`config.mk`:
```
export PLATFORM = sky130hd
export DESIGN_NAME = ram_fifo_ctrl
export DESIGN_NICKNAME = d
export VERILOG_FILES = /design/src/rtl/ram_fifo_ctrl.sv
export SDC_FILE = /design/constraint.sdc
export NUM_CORES = 1
export LEC_CHECK = 0
export ABC_AREA = 1
export CORE_UTILIZATION = 53
export CTS_CLUSTER_SIZE = 10
export DETAILED_ROUTE_END_ITERATION = 7
export MAX_ROUTING_LAYER = met4
export PLACE_DENSITY = 0.94
export SYNTH_ARGS = -nofsm -noshare
export SYNTH_HDL_FRONTEND = slang
export SYNTH_SLANG_ARGS = --single-unit
```
`constraint.sdc`:
```
create_clock -name Clock -period 7.7 [get_ports Clock]
set_clock_uncertainty 0.05 [all_clocks]
set_input_delay 1.54 -clock Clock [delete_from_list [all_inputs] [get_ports Clock]]
set_output_delay 1.54 -clock Clock [all_outputs]
set_load 0.01 [all_outputs]
```
`src/rtl/ram_fifo_ctrl.sv`:
```
// FIFO controller around a registered-read RAM: pointer/count bookkeeping, RAM port
// drive, and a 2-entry skid that hides the one-cycle read latency from the consumer.
module ram_fifo_ctrl #(
    parameter int DATA_WIDTH = 16,
    parameter int ADDR_WIDTH = 3,
    parameter int DEPTH      = 8
) (
    input  logic                    Clock,
    input  logic                    iReset_n,
    input  logic                    iPushValid,
    input  logic [DATA_WIDTH-1:0]   iPushData,
    output logic                    oPushReady,
    output logic                    oPopValid,
    output logic [DATA_WIDTH-1:0]   oPopData,
    input  logic                    iPopReady,
    output logic                    oRamWriteEnable,
    output logic [ADDR_WIDTH-1:0]   oRamWriteAddress,
    output logic [DATA_WIDTH-1:0]   oRamDataIn,
    output logic [ADDR_WIDTH-1:0]   oRamReadAddress,
    input  logic [DATA_WIDTH-1:0]   iRamDataOut,
    output logic [ADDR_WIDTH+1:0]   oCount,
    output logic                    oOverflow
);

    localparam logic [ADDR_WIDTH-1:0] LAST_PTR = ADDR_WIDTH'(DEPTH - 1);
    localparam logic [ADDR_WIDTH:0]   FULL_CNT = (ADDR_WIDTH + 1)'(DEPTH);

    function automatic logic [ADDR_WIDTH-1:0] ptr_inc(input logic [ADDR_WIDTH-1:0] p);
        if (p == LAST_PTR) begin
            return ADDR_WIDTH'(1'b0);
        end else begin
            return p + ADDR_WIDTH'(1'b1);
        end
    endfunction

    logic [ADDR_WIDTH-1:0] wr_ptr_r;
    logic [ADDR_WIDTH-1:0] rd_ptr_r;
    logic [ADDR_WIDTH:0]   ram_cnt_r;
    logic                  inflight_r;
    logic [1:0]            skid_count_r;
    logic [DATA_WIDTH-1:0] skid0_r;
    logic [DATA_WIDTH-1:0] skid1_r;
    logic                  overflow_r;

    logic                  push_ready_s;
    logic                  push_fire_s;
    logic                  pop_valid_s;
    logic                  pop_fire_s;
    logic [2:0]            occ_s;
    logic                  issue_s;
    logic [ADDR_WIDTH:0]   ram_cnt_n_s;
    logic [1:0]            skid_count_n_s;
    logic [DATA_WIDTH-1:0] skid0_n_s;
    logic [DATA_WIDTH-1:0] skid1_n_s;

    // Handshake, read-issue decision and RAM-count update.
    always_comb begin
        push_ready_s = iReset_n && (ram_cnt_r != FULL_CNT);
        push_fire_s  = iPushValid && push_ready_s;
        pop_valid_s  = (skid_count_r != 2'd0);
        pop_fire_s   = pop_valid_s && iPopReady;
        occ_s        = {1'b0, skid_count_r} + {2'b00, inflight_r};
        // Only committed writes are counted, so a read never hits a same-cycle write slot.
        issue_s      = (ram_cnt_r != (ADDR_WIDTH + 1)'(1'b0)) &&
                       ((occ_s - {2'b00, pop_fire_s}) < 3'd2);
        ram_cnt_n_s  = ram_cnt_r + {{ADDR_WIDTH{1'b0}}, push_fire_s}
                                 - {{ADDR_WIDTH{1'b0}}, issue_s};
    end

    // Skid next state: the same-cycle pop is taken before the returning RAM word lands.
    always_comb begin
        skid0_n_s      = skid0_r;
        skid1_n_s      = skid1_r;
        skid_count_n_s = skid_count_r;
        case ({pop_fire_s, inflight_r})
            2'b10: begin
                skid0_n_s      = skid1_r;
                skid_count_n_s = skid_count_r - 2'd1;
            end
            2'b01: begin
                if (skid_count_r == 2'd0) begin
                    skid0_n_s = iRamDataOut;
                end else begin
                    skid1_n_s = iRamDataOut;
                end
                skid_count_n_s = skid_count_r + 2'd1;
            end
            2'b11: begin
                if (skid_count_r == 2'd1) begin
                    skid0_n_s = iRamDataOut;
                end else begin
                    skid0_n_s = skid1_r;
                    skid1_n_s = iRamDataOut;
                end
            end
            default: begin
                skid_count_n_s = skid_count_r;
            end
        endcase
    end

    // Pointer, count, skid and sticky-overflow state.
    always_ff @(posedge Clock or negedge iReset_n) begin
        if (!iReset_n) begin
            wr_ptr_r     <= ADDR_WIDTH'(1'b0);
            rd_ptr_r     <= ADDR_WIDTH'(1'b0);
            ram_cnt_r    <= (ADDR_WIDTH + 1)'(1'b0);
            inflight_r   <= 1'b0;
            skid_count_r <= 2'd0;
            skid0_r      <= DATA_WIDTH'(1'b0);
            skid1_r      <= DATA_WIDTH'(1'b0);
            overflow_r   <= 1'b0;
        end else begin
            if (push_fire_s) begin
                wr_ptr_r <= ptr_inc(wr_ptr_r);
            end
            if (issue_s) begin
                rd_ptr_r <= ptr_inc(rd_ptr_r);
            end
            ram_cnt_r    <= ram_cnt_n_s;
            inflight_r   <= issue_s;
            skid_count_r <= skid_count_n_s;
            skid0_r      <= skid0_n_s;
            skid1_r      <= skid1_n_s;
            overflow_r   <= overflow_r | (iPushValid & ~push_ready_s);
        end
    end

    assign oPushReady       = push_ready_s;
    assign oRamWriteEnable  = push_fire_s;
    assign oRamWriteAddress = wr_ptr_r;
    assign oRamDataIn       = iPushData;
    assign oRamReadAddress  = rd_ptr_r;
    assign oPopValid        = pop_valid_s;
    assign oPopData         = skid0_r;
    assign oOverflow        = overflow_r;
    assign oCount           = {1'b0, ram_cnt_r} + {{(ADDR_WIDTH + 1){1'b0}}, inflight_r}
                                                + {{ADDR_WIDTH{1'b0}}, skid_count_r};

endmodule
```
==> out/results.tsv <==
stage	metric	value	unit
run_status	status	completed	
final_layout	area delta synth->final	15.6	%
placement	dpl cells	507	
worst_hold_path	worst hold path class	reg -> reg	
grt	Total GRT Usage	0.259	
clock_network	cts repair resizes	0	
worst_setup_path	type of the worst setup path	in -> out	
floorplan	die height	77.5	microns
timing	Tmin final	4830	ps
worst_setup_path	Data arrival, critical path	3240	ps
power_and_ir_drop	Max rail drop VDD	0.243	mV
detailed_routing	final antenna-violating net count	0	
final_layout	ANT cells	0	
logic_synthesis	syn avg cell area	7.30	sq um
floorplan	row count	27	
floorplan	Die ar.	6010	sq um
detailed_routing	First-pass DRT Iterations	4	
grt	initial antenna violation count	0	
detailed_routing	via count	2708	
final_layout	Final Instance Area	3500	sq um
placement	dpl hpwl	4740	microns
logic_synthesis	sequential share of the synthesized area	0.381	
placement	GPL Wtd Cong	0.775	
detailed_routing	WL final	6950	microns
worst_setup_path	crit-path max cell delay	600	ps
power_and_ir_drop	Leakage	1.88	nW
worst_setup_path	Worst setup startpoint	iReset_n	
final_layout	Nets	497	
timing	Slew headroom	0.466	
logic_synthesis	post-synthesis cell type count	27	
worst_setup_path	Worst path slowest cell	clkdlybuf4s50_1	
placement	Setup WS pre-CTS	2830	ps
job	max_cap viols	0	
power_and_ir_drop	PwrDens	456	nW/um^2
clock_network	Root Buffer	clkbuf_8	
grt	global-route wire length before repair	12200	microns
logic_synthesis	yosys warns	0	
clock_network	CTS clock-pin slew for the worst setup and hold paths	80	ps
floorplan	# IOs	83	
clock_network	CTS Buffer Depth	2	
detailed_routing	post-DR wirelength/cell	13.5	microns
timing	Fin. Hold Viols	0	
worst_setup_path	Worst R2R Path Depth	17	
worst_setup_path	Startpoint Class	input port	
placement	Placed Area	3410	sq um
logic_synthesis	post-synthesis cell count	414	
floorplan	Initial Utilization	0.549	
timing	period utilization	0.628	
timing	Final setup viols	0	
clock_network	TritonCTS buffer count	5	
grt	total gr overflow	0	
detailed_routing	via/cell ratio	5.26	
grt	largest net degree at the start of global routing	48	
power_and_ir_drop	Pwr Total	1.59	mW
floorplan	core area	5510	sq um
worst_setup_path	CP Capture Type	output port	
worst_hold_path	min-delay src	oOverflow	
worst_setup_path	crit-path leading delay family	buffers and inverters	
worst_setup_path	reg2reg start	skid_count_r[1]	
worst_setup_path	CP max FO	47	
timing	Final WS setup	2870	ps
clock_network	clock latency on the worst-skew pair	300	ps
final_layout	share of layout cells above drive strength 1	0.0451	
placement	Port Buffers	50	
worst_setup_path	CP Cell Sequence	buf_2 > buf_4 > nand2_1 > nor2_1 > clkdlybuf4s50_1	
detailed_routing	DRC	0	
timing	RSZ-0062 raised after global routing	no	
worst_hold_path	Worst Hold Path Cells	1	
floorplan	Die W	77.5	microns
logic_synthesis	Syn Nets	469	
timing	Worst Max-Slew Pin Slew	801	ps
clock_network	CTS H-tree depth	2	
timing	Max Fclk	207	MHz
logic_synthesis	Cell Area, Synth	3020	sq um
clock_network	Post-CTS Setup Bufs	0	
worst_setup_path	Required @ worst endpoint	6110	ps
timing	post-route setup TNS	0	ps
clock_network	Sink Count	46	
logic_synthesis	#FFs+latches synth	46	
final_layout	Finished Layout Cells	515	
detailed_routing	Iter 0 DRT Violations	324	
clock_network	CTS Hold Bufs	0	
clock_network	TritonCTS clock tree	done	
timing	Max Slew Vio Count	0	
worst_setup_path	Buf+Inv Stages, Crit Path	3	
grt	vias in the first global route	2923	
worst_setup_path	CP Depth	5	
==> worst reg2reg max path: stages, from the launching register on <==
cell	delay [ps]
dfrtp_1	500
inv_1	150
ha_1	280
inv_2	140
nand2_4	170
nor2_1	240
o21ai_0	170
fa_1	520
inv_1	50
nor2_1	110
nand3_1	160
inv_1	150
ha_1	240
inv_1	60
ha_1	160
inv_1	60
fa_1	490
inv_1	40
==> cell type report <==
type / count / area, sq um
timing repair buffer: 51 / 503
multi-input combinational: 283 / 1450
sequential: 46 / 1150
inverter: 55 / 209
fill: 456 / 2010
tap: 72 / 90.1
clock inverter: 1 / 5.00
clock buffer: 7 / 86.3
==> report_power, final <==
part           internal [mW]  leakage [nW]  switching [mW]
sequential             0.365         0.555          0.0954
clock                 0.0726        0.0482          0.0806
combinational          0.426          1.28           0.554
==> sequential cells by signal, indices dropped and copies added (netlist names) <==
register	cells
oRamWriteAddress	3
oOverflow	1
oPopData	16
ram_cnt_r	4
skid1_r	16
oRamReadAddress	3
skid_count_r	2
inflight_r	1
==> placed cells by master (no fill, tap or decap), drive strengths merged, types with 3 or more instances in the layout <==
master and n:
nand2 183, inv 54, clkdlybuf4s50 49, dfrtp 46, nand3 39, a21boi 16
ha 15, nor2 8, o21ai 7, clkbuf 7, fa 4, xnor2 3
xor2 3, a21oi 3
==> synth_stat cells <==
cell      count  area, sq um
dfrtp_1      46         1150
a21boi_0     16          120
nand2_4       1         11.3
clkinv_1      1         3.75
nand3_2       1         10.0
o21ai_0       7         35.0
a21oi_4       1         16.3
clkbuf_1      2         7.51
buf_6         4         45.0
a21oi_1       2         10.0
buf_1         1         3.75
buf_4        16          120
or2_2         1         6.26
nand2_2       2         12.5
nor2_4        1         11.3
inv_4         1         6.26
ha_1         15          188
inv_1        50          188
nand2_1     180          676
nor2_1        7         26.3
nand3_1      38          190
inv_2         3         11.3
o21bai_1      1         7.51
fa_1          4         80.1
xor2_1        3         26.3
buf_2         7         35.0
xnor2_1       3         26.3
==> stage by stage <==
step	hold WS [ps]	util
floorplan	421	-
global placement	431	0.618
detailed placement	420	0.618
CTS	442	0.635
global route	477	0.635
finish	435	0.635
==> cell families after synthesis <==
logic type	share of synthesized area
flops	0.381
simple gates	0.312
compound gates	0.0625
xor+xnor	0.0174
fa+ha+maj	0.0885
buf+inv	0.139
==> final timing paths <==
kind                              endpoint  slack, ps
max                        oRamWriteEnable       2870
min                              oOverflow        430
max reg2reg                   ram_cnt_r[1]       3860
min reg2reg                      oOverflow        430
max in group asynchronous       skid1_r[6]       5920
min in group asynchronous      oPopData[2]       1270
==> metal layers <==
metal,global-route usage,share of wire,wire length (microns)
met5,-,0,0
met4,0.126,0.023,161
met3,0.0424,0.064,445
met2,0.443,0.51,3510
met1,0.294,0.41,2830
Note: power is estimated with default switching activity, not from simulation.
